<file path="config.mk">
export PLATFORM = sky130hd
export DESIGN_NAME = r_fwft_out_stage
export DESIGN_NICKNAME = d
export VERILOG_FILES = /design/src/rtl/fifo_pkg.sv /design/src/rtl/r_out_buf.sv /design/src/rtl/r_fwft_out_stage.sv
export SDC_FILE = /design/constraint.sdc
export NUM_CORES = 1
export LEC_CHECK = 0
export ABC_AREA = 1
export CAP_MARGIN = 30
export CORE_UTILIZATION = 35
export CTS_CLUSTER_DIAMETER = 60
export DETAILED_ROUTE_END_ITERATION = 6
export GPL_TIMING_DRIVEN = 0
export SYNTH_ARGS = -nofsm -noshare
export SYNTH_HDL_FRONTEND = slang
export SYNTH_SLANG_ARGS = --single-unit
</file>
<file path="constraint.sdc">
create_clock -name r_clk -period 1.7 [get_ports r_clk]
set_input_delay 0.34 -clock r_clk [delete_from_list [all_inputs] [get_ports r_clk]]
set_output_delay 0.34 -clock r_clk [all_outputs]
set_load 0.01 [all_outputs]
</file>
<file path="src/rtl/fifo_pkg.sv">
// Shared types for the async FIFO read-side blocks: output-buffer occupancy states and depth.
// Latency: n/a (types and constants only).
// Backpressure: n/a.
package fifo_pkg;

    // Number of words the read-side output buffer can hold.
    localparam int OUT_DEPTH = 2;

    // Occupancy of the output buffer; the encoding equals the word count.
    typedef enum logic [1:0] {
        OCC_EMPTY = 2'd0,
        OCC_ONE   = 2'd1,
        OCC_TWO   = 2'd2
    } r_occ_e;

endpackage

</file>
<file path="src/rtl/r_out_buf.sv">
// Two-entry head/tail register buffer feeding the read-side output stream.
// Latency: a write lands in the head (or tail) at the end of the write cycle; head is a flop.
// Backpressure: holds up to two words; the issuer must never write while two words are stored.
module r_out_buf
    import fifo_pkg::*;
#(
    parameter int DATA_WIDTH = 8
) (
    input  logic                  r_clk,
    input  logic                  r_rst_n,
    input  logic                  wr_i,
    input  logic [DATA_WIDTH-1:0] wdata_i,
    input  logic                  pop_i,
    output logic [DATA_WIDTH-1:0] head_o,
    output logic [1:0]            level_o
);

    r_occ_e                state_q, state_d;
    logic [DATA_WIDTH-1:0] head_q, head_d;
    logic [DATA_WIDTH-1:0] tail_q, tail_d;

    // Occupancy state and both data entries; reset drops any stored words.
    always_ff @(posedge r_clk or negedge r_rst_n) begin
        if (!r_rst_n) begin
            state_q <= OCC_EMPTY;
            head_q  <= '0;
            tail_q  <= '0;
        end else begin
            state_q <= state_d;
            head_q  <= head_d;
            tail_q  <= tail_d;
        end
    end

    // Next occupancy and data movement: a write goes to the head whenever the buffer is empty after the pop.
    always_comb begin
        state_d = state_q;
        head_d  = head_q;
        tail_d  = tail_q;
        case (state_q)
            OCC_EMPTY: begin
                if (wr_i) begin
                    state_d = OCC_ONE;
                    head_d  = wdata_i;
                end
            end
            OCC_ONE: begin
                if (wr_i && !pop_i) begin
                    state_d = OCC_TWO;
                    tail_d  = wdata_i;
                end else if (wr_i && pop_i) begin
                    head_d  = wdata_i;
                end else if (pop_i) begin
                    state_d = OCC_EMPTY;
                end
            end
            OCC_TWO: begin
                if (pop_i) begin
                    state_d = OCC_ONE;
                    head_d  = tail_q;
                end
            end
            default: state_d = OCC_EMPTY;
        endcase
    end

    assign head_o  = head_q;
    assign level_o = state_q;

    // The issue logic keeps stored + in-flight words at or below two, so a full buffer never sees a write.
    a_no_wr_when_full: assert property (@(posedge r_clk) disable iff (!r_rst_n)
        !(wr_i && (state_q == OCC_TWO)));

endmodule

</file>
<file path="src/rtl/r_fwft_out_stage.sv">
// First-word-fall-through read stage: issues memory reads and streams the returned words out valid/ready.
// Latency: r_empty low in cycle N -> r_inc in N -> data in N+1 -> m_valid in N+2; 1 word/cycle sustained.
// Backpressure: with m_ready low, issue stops once buffered + in-flight words reach two; nothing is lost.
module r_fwft_out_stage
    import fifo_pkg::*;
#(
    parameter int DATA_WIDTH = 8
) (
    input  logic                  r_clk,
    input  logic                  r_rst_n,
    input  logic                  r_empty,
    output logic                  r_inc,
    input  logic [DATA_WIDTH-1:0] r_mem_data,
    output logic                  m_valid,
    input  logic                  m_ready,
    output logic [DATA_WIDTH-1:0] m_data,
    output logic [1:0]            r_level
);

    logic       inflight_q, inflight_d;
    logic       pop;
    logic [1:0] level;
    logic [2:0] occ_after_pop;

    assign pop = m_valid & m_ready;

    // Words that will be held or still returning once this cycle's pop is taken out.
    assign occ_after_pop = {1'b0, level} + {2'b0, inflight_q} - {2'b0, pop};

    // Issue only when the FIFO has data and the buffer can absorb the word returning next cycle.
    assign r_inc      = ~r_empty & (occ_after_pop < 3'(OUT_DEPTH));
    assign inflight_d = r_inc;

    // The memory answers one cycle after an accepted read; remember that a word is on its way.
    always_ff @(posedge r_clk or negedge r_rst_n) begin
        if (!r_rst_n) begin
            inflight_q <= 1'b0;
        end else begin
            inflight_q <= inflight_d;
        end
    end

    r_out_buf #(
        .DATA_WIDTH (DATA_WIDTH)
    ) u_out_buf (
        .r_clk   (r_clk),
        .r_rst_n (r_rst_n),
        .wr_i    (inflight_q),
        .wdata_i (r_mem_data),
        .pop_i   (pop),
        .head_o  (m_data),
        .level_o (level)
    );

    assign r_level = level;
    assign m_valid = (level != 2'd0);

endmodule

</file>
Yosys cells after proc, flatten, opt, wreduce, memory -nomap -nowiden

Index checks and enable logic that the tools add are counted.

Muxes and demuxes: 11
Add/subtract/negate cells: 2
Equality and inequality tests: 8
Bitwise operators: 3
Order comparisons: 1
Reductions and logical operators: 9

Operators with widths:

| cell                                                                    | count |
|---|---|
| 8-bit 2-to-1 mux                                                        | 4 |
| 8-bit one-hot mux with 3 select lines                                   | 1 |
| 2-bit 2-to-1 mux                                                        | 5 |
| 2-bit inequality test, second input constant                            | 3 |
| 3-bit by 2-bit inequality test with 1-bit output, second input constant | 2 |
| 2-bit one-hot mux with 3 select lines                                   | 1 |
| 5-bit AND reduction                                                     | 1 |
| 4-bit AND reduction                                                     | 1 |
| 2-bit by 1-bit adder with 3-bit output                                  | 1 |
| 3-bit by 2-bit < comparator with 1-bit output, second input constant    | 1 |
| 3-bit nonzero test                                                      | 1 |
| 3-bit by 1-bit subtractor with 3-bit output                             | 1 |
| 1-bit AND                                                               | 2 |
| 2-bit by 1-bit == test with 1-bit output, second input constant         | 1 |
| 2-bit == test, second input constant                                    | 1 |
| 1-bit logical AND                                                       | 2 |
| 2-bit logical NOT                                                       | 1 |
| 2-bit by 1-bit inequality test with 1-bit output, second input constant | 1 |
| 2-bit AND reduction                                                     | 1 |
| 2-bit nonzero test                                                      | 1 |
| 1-bit logical NOT                                                       | 1 |
| 1-bit NOT                                                               | 1 |

Register bits after elaboration: 19
Output and inout bits: 12

Longest topological paths before layout

Depth after elaboration: 6
Mapped depth: 9

Hierarchy

A second synthesis with hierarchy kept.

Cells, all modules: 124
Area total of the unflattened synthesis: 1021.0 um2

Modules (own cells, without submodules):

| module           | sequential area each (um2) | instances | area each (um2) | cells an instance |
|---|---|---|---|---|
| r_out_buf        | 450.4                      | 1         | 907.1           | 109 |
| r_fwft_out_stage | 25.0                       | 1         | 113.9           | 15 |

Worst setup path before layout

Ideal clock, no wire load.

Kind: register to output
Start point: register u_out_buf.state_q[1], in the netlist u_out_buf.level_o[1]
End point: output port r_inc
Slack: -0.412 ns
Path buffers: 0
Stages on the path, launching flop included: 7
Arrival time: 1.772 ns
Path through: dfrtp_1 nand3_2 inv_1 o21ai_1 fa_1 nand2_1 nor3_1

Word-level cells in the longest chain between the ends: 5
Elaborated cells between the ends (all ways): 6
Those cells by class: add/sub: 2; order compare: 1; bitwise: 2; reduce/logical: 1

Ends and longest elaborated chain:

| element                                                                        | line                   | RTL |
|---|---|---|
| from (decl)                                                                    | r_out_buf.sv:18        | `r_occ_e state_q, state_d;` |
| from (signal assigned)                                                         | r_out_buf.sv:29        | `state_q <= state_d;` |
| branches (longest 2 deep; another with 2-bit by 1-bit adder with 3-bit output) | n/a                    |  |
| 3-bit by 1-bit subtractor with 3-bit output *                                  | r_fwft_out_stage.sv:28 | `assign occ_after_pop = {1'b0, level} + {2'b0, inflight_q} - {2'b0, pop};` |
| 3-bit by 2-bit < comparator with 1-bit output *                                | r_fwft_out_stage.sv:31 | `assign r_inc = ~r_empty & (occ_after_pop < 3'(OUT_DEPTH));` |
| 1-bit AND *                                                                    | r_fwft_out_stage.sv:31 |  |
| to (decl)                                                                      | r_fwft_out_stage.sv:12 | `output logic r_inc,` |

Every way passes the cells marked *.

Worst setup path in the final report

Start point: register u_out_buf.state_q[0], in the netlist u_out_buf.level_o[0]
End point: output port r_inc

Same word-level chain as after synthesis.

==> flow_summary.json <==
{
  "status": "complete, but fails checks",
  "rr_worst_depth": 7,
  "power.density_nw_per_um2": 1650,
  "overflow": 0,
  "grt_pass1_wl_um": 3870,
  "crit_type": "reg -> out",
  "die_h_um": 54.1,
  "most-common-layout-cells": "53 x nand2_1, 25 x nand3_1, 18 x dfrtp_1, 18 x clkdlybuf4s50_1, 6 x buf_4",
  "report.final.slew_viol_count": 0,
  "cp-endpoint": "r_inc",
  "critPathBufInv": 3,
  "crit_path_max_fanout": 3,
  "wl_um": 2260,
  "skew_ps": 3.81,
  "track_usage_pct": 18.9,
  "p_leak_nw": 0.686,
  "nets": 168,
  "worstPathRequired_ps": 1360,
  "crit_slowest_cell": "fa_1",
  "hp-class": "reg -> reg",
  "max_freq_mhz": 450,
  "hold_viol_final": 0,
  "syn_avg_cell_area_sq_um": 7.86,
  "timing.rr.end": "inflight_q",
  "core_area_sq_um": 2520,
  "fin_crit_sh_pct": 131,
  "min_period_ps": 2220,
  "power_frac_clock_pct": 10.7,
  "crit_arrival_ps": 1880,
  "critical_path_depth": 8,
  "fin_util_pct": 52.4,
  "dp_hpwl_um": 1520,
  "fillers": 273,
  "switching_power_mw": 0.914,
  "cpPeakStageDelay_ps": 490,
  "peakVddDrop_mv": 0.811,
  "insertion_delay_ps": 300,
  "yosysUniqueCellTypes": 17,
  "yosysSeqAreaShare_pct": 50.0,
  "dp.cells": 174,
  "placed_cell_area_sq_um": 1240,
  "die_x_um": 54.1,
  "first_pass_iters": 4,
  "finalWorstSetupSlack_ps": -525,
  "grt_max_degree": 20,
  "cts-root-buf": "clkbuf_4",
  "worst_hold_slack_ps": 482,
  "via_per_inst": 4.92,
  "grt_setup_unrepaired": "true",
  "area_growth_syn_to_layout_pct": 38.9,
  "postRouteAntennaNets": 0,
  "gp_congestion": 0.764,
  "drc": 0,
  "fin_area_sq_um": 1320,
  "setup_viol": 1,
  "syn_nets": 134,
  "drive_above_1_share_pct": 20.1,
  "yosysTopAreaCell": "dfrtp_1",
  "hold_depth": 2,
  "num_io_pins": 24,
  "cts_buffers": 3,
  "final_common_cell": "nand2_1",
  "reg2reg_from": "u_out_buf.level_o[0]",
  "violations": "negative setup slack",
  "clock_sinks": 19,
  "p_comb_share_pct": 53.7,
  "syn-instance-count": 121,
  "fin_cells": 184,
  "relSlewSlack_pct": 41.7,
  "fp.dieArea_sq_um": 2930,
  "synth_seq_cells": 19,
  "num_rows": 18,
  "syn-cell-area_sq_um": 951,
  "worst_slew_pin_slew_ps": 872,
  "intPower_mw": 1.27,
  "cts_htree_levels": 1,
  "initialDrtViolationCount": 28,
  "worstSetupStartpoint": "u_out_buf.level_o[0]",
  "antenna_found_initial": 0,
  "cp_top_family": "adder cells",
  "start_util_pct": 37.7,
  "synthTopCellsByArea": "dfrtp_1 50%, nand2_1 22%, nand3_1 13%",
  "vias": 905,
  "synth_top_area_share_pct": 50.0,
  "switching_share_pct": 41.8,
  "crit_path_end_kind": "primary output",
  "wire_per_inst_um": 12.3,
  "path_clk_slew_ps": 110,
  "r2r_slack_ps": 180,
  "grt_pass1_vias": 875,
  "numPortBuffers": 23,
  "seq_power_share_pct": 35.6,
  "antenna_cells": 0,
  "clockBufferDepth": 2,
  "cap_violations": 0,
  "tns_ps": -525,
  "cts_tree": "yes",
  "worstPathCellList": "inv_2 -> nand3_4 -> inv_4 -> o21ai_2 -> fa_1 -> nand2_2 -> nor3_4 -> buf_2",
  "yosys_warnings": 0,
  "critPathLaunchType": "register"
}
flip-flops by register name, summed over array words and instances (netlist names):
signal / count
inflight_q: 1
u_out_buf.head_o: 8
u_out_buf.tail_q: 8
u_out_buf.level_o: 2
metrics by stage:
stage / total power [mW] / setup WS, ps
4_1_cts: 2.20 / -533
3_3_place_gp: 1.89 / -1300
6_report: 2.19 / -525
5_1_grt: 2.38 / -642
3_5_place_dp: 1.91 / -1330
2_1_floorplan: 1.45 / -183
synth_stat cells, drive strengths merged:
library cell   n
nor3           1
nand3         26
a21oi          1
nor2           3
dfrtp         19
o21ai          2
inv            6
fa             1
buf            3
nand2         59
metal layers:
layer | global-route usage (%) | up-vias | wire length (um)
met5 | 0 | - | 0
met4 | 5.56 | 0 | 11
met3 | 6.21 | 2 | 117
met2 | 28.9 | 26 | 1050
met1 | 25.2 | 426 | 1080
li1 | - | 451 | -
logic make-up (layout without fill, tap and decap cells):
group	count (synthesis)	count (layout)	share of synthesized area, %
and+or+nand+nor	89	89	42.1
DFF	19	19	50.0
buffers and inverters	9	42	4.21
AOI/OAI and AO/OA	3	3	1.58
adders and majority gates	1	1	2.11
power groups by stage:
stage	clock network [mW]	logic [mW]	registers (mW)
2_1_floorplan	0	0.606	0.840
3_3_place_gp	0	1.09	0.797
3_5_place_dp	0	1.11	0.802
4_1_cts	0.245	1.18	0.778
5_1_grt	0.266	1.32	0.803
6_report	0.234	1.17	0.778
worst min-delay path, stage by stage (launching register included):
cell	delay, ps
dfrtp_1	360
nand2_1	50
nand2_1	50
how the worst min path moves through the flow:
stage,startpoint,to,slack (ps)
6_report,u_out_buf.tail_q[2],u_out_buf.tail_q[2],480
5_1_grt,u_out_buf.tail_q[1],u_out_buf.tail_q[1],520
4_1_cts,u_out_buf.tail_q[2],u_out_buf.tail_q[2],490
2_1_floorplan,r_rst_n,inflight_q,40
3_5_place_dp,u_out_buf.tail_q[2],u_out_buf.tail_q[2],460
3_3_place_gp,u_out_buf.tail_q[0],u_out_buf.tail_q[0],450
repair_timing:
| action | 4_1_cts | 5_1_grt |
|---|---|---|
| setup endpoints to repair | 3 | 2 |
| cloned | 0 | 0 |
| buffers inserted | 6 | 0 |
| pin swaps | 1 | 0 |
| hold buffers | 0 | 0 |
| gates resized for setup | 20 | 1 |
cell type report:
| cell class | instances | area, sq um | share of cell area (%) |
|---|---|---|---|
| Multi-Input combinational cell | 93 | 463 | 35.0 |
| Sequential cell | 19 | 477 | 36.1 |
| Inverter | 6 | 27.5 | 2.08 |
| Tap cell | 30 | 37.5 | 2.84 |
| Buffer | 3 | 27.5 | 2.08 |
| Timing Repair Buffer | 29 | 263 | 19.9 |
| Clock buffer | 4 | 26.3 | 1.99 |
(Power assumes the default switching activity.)
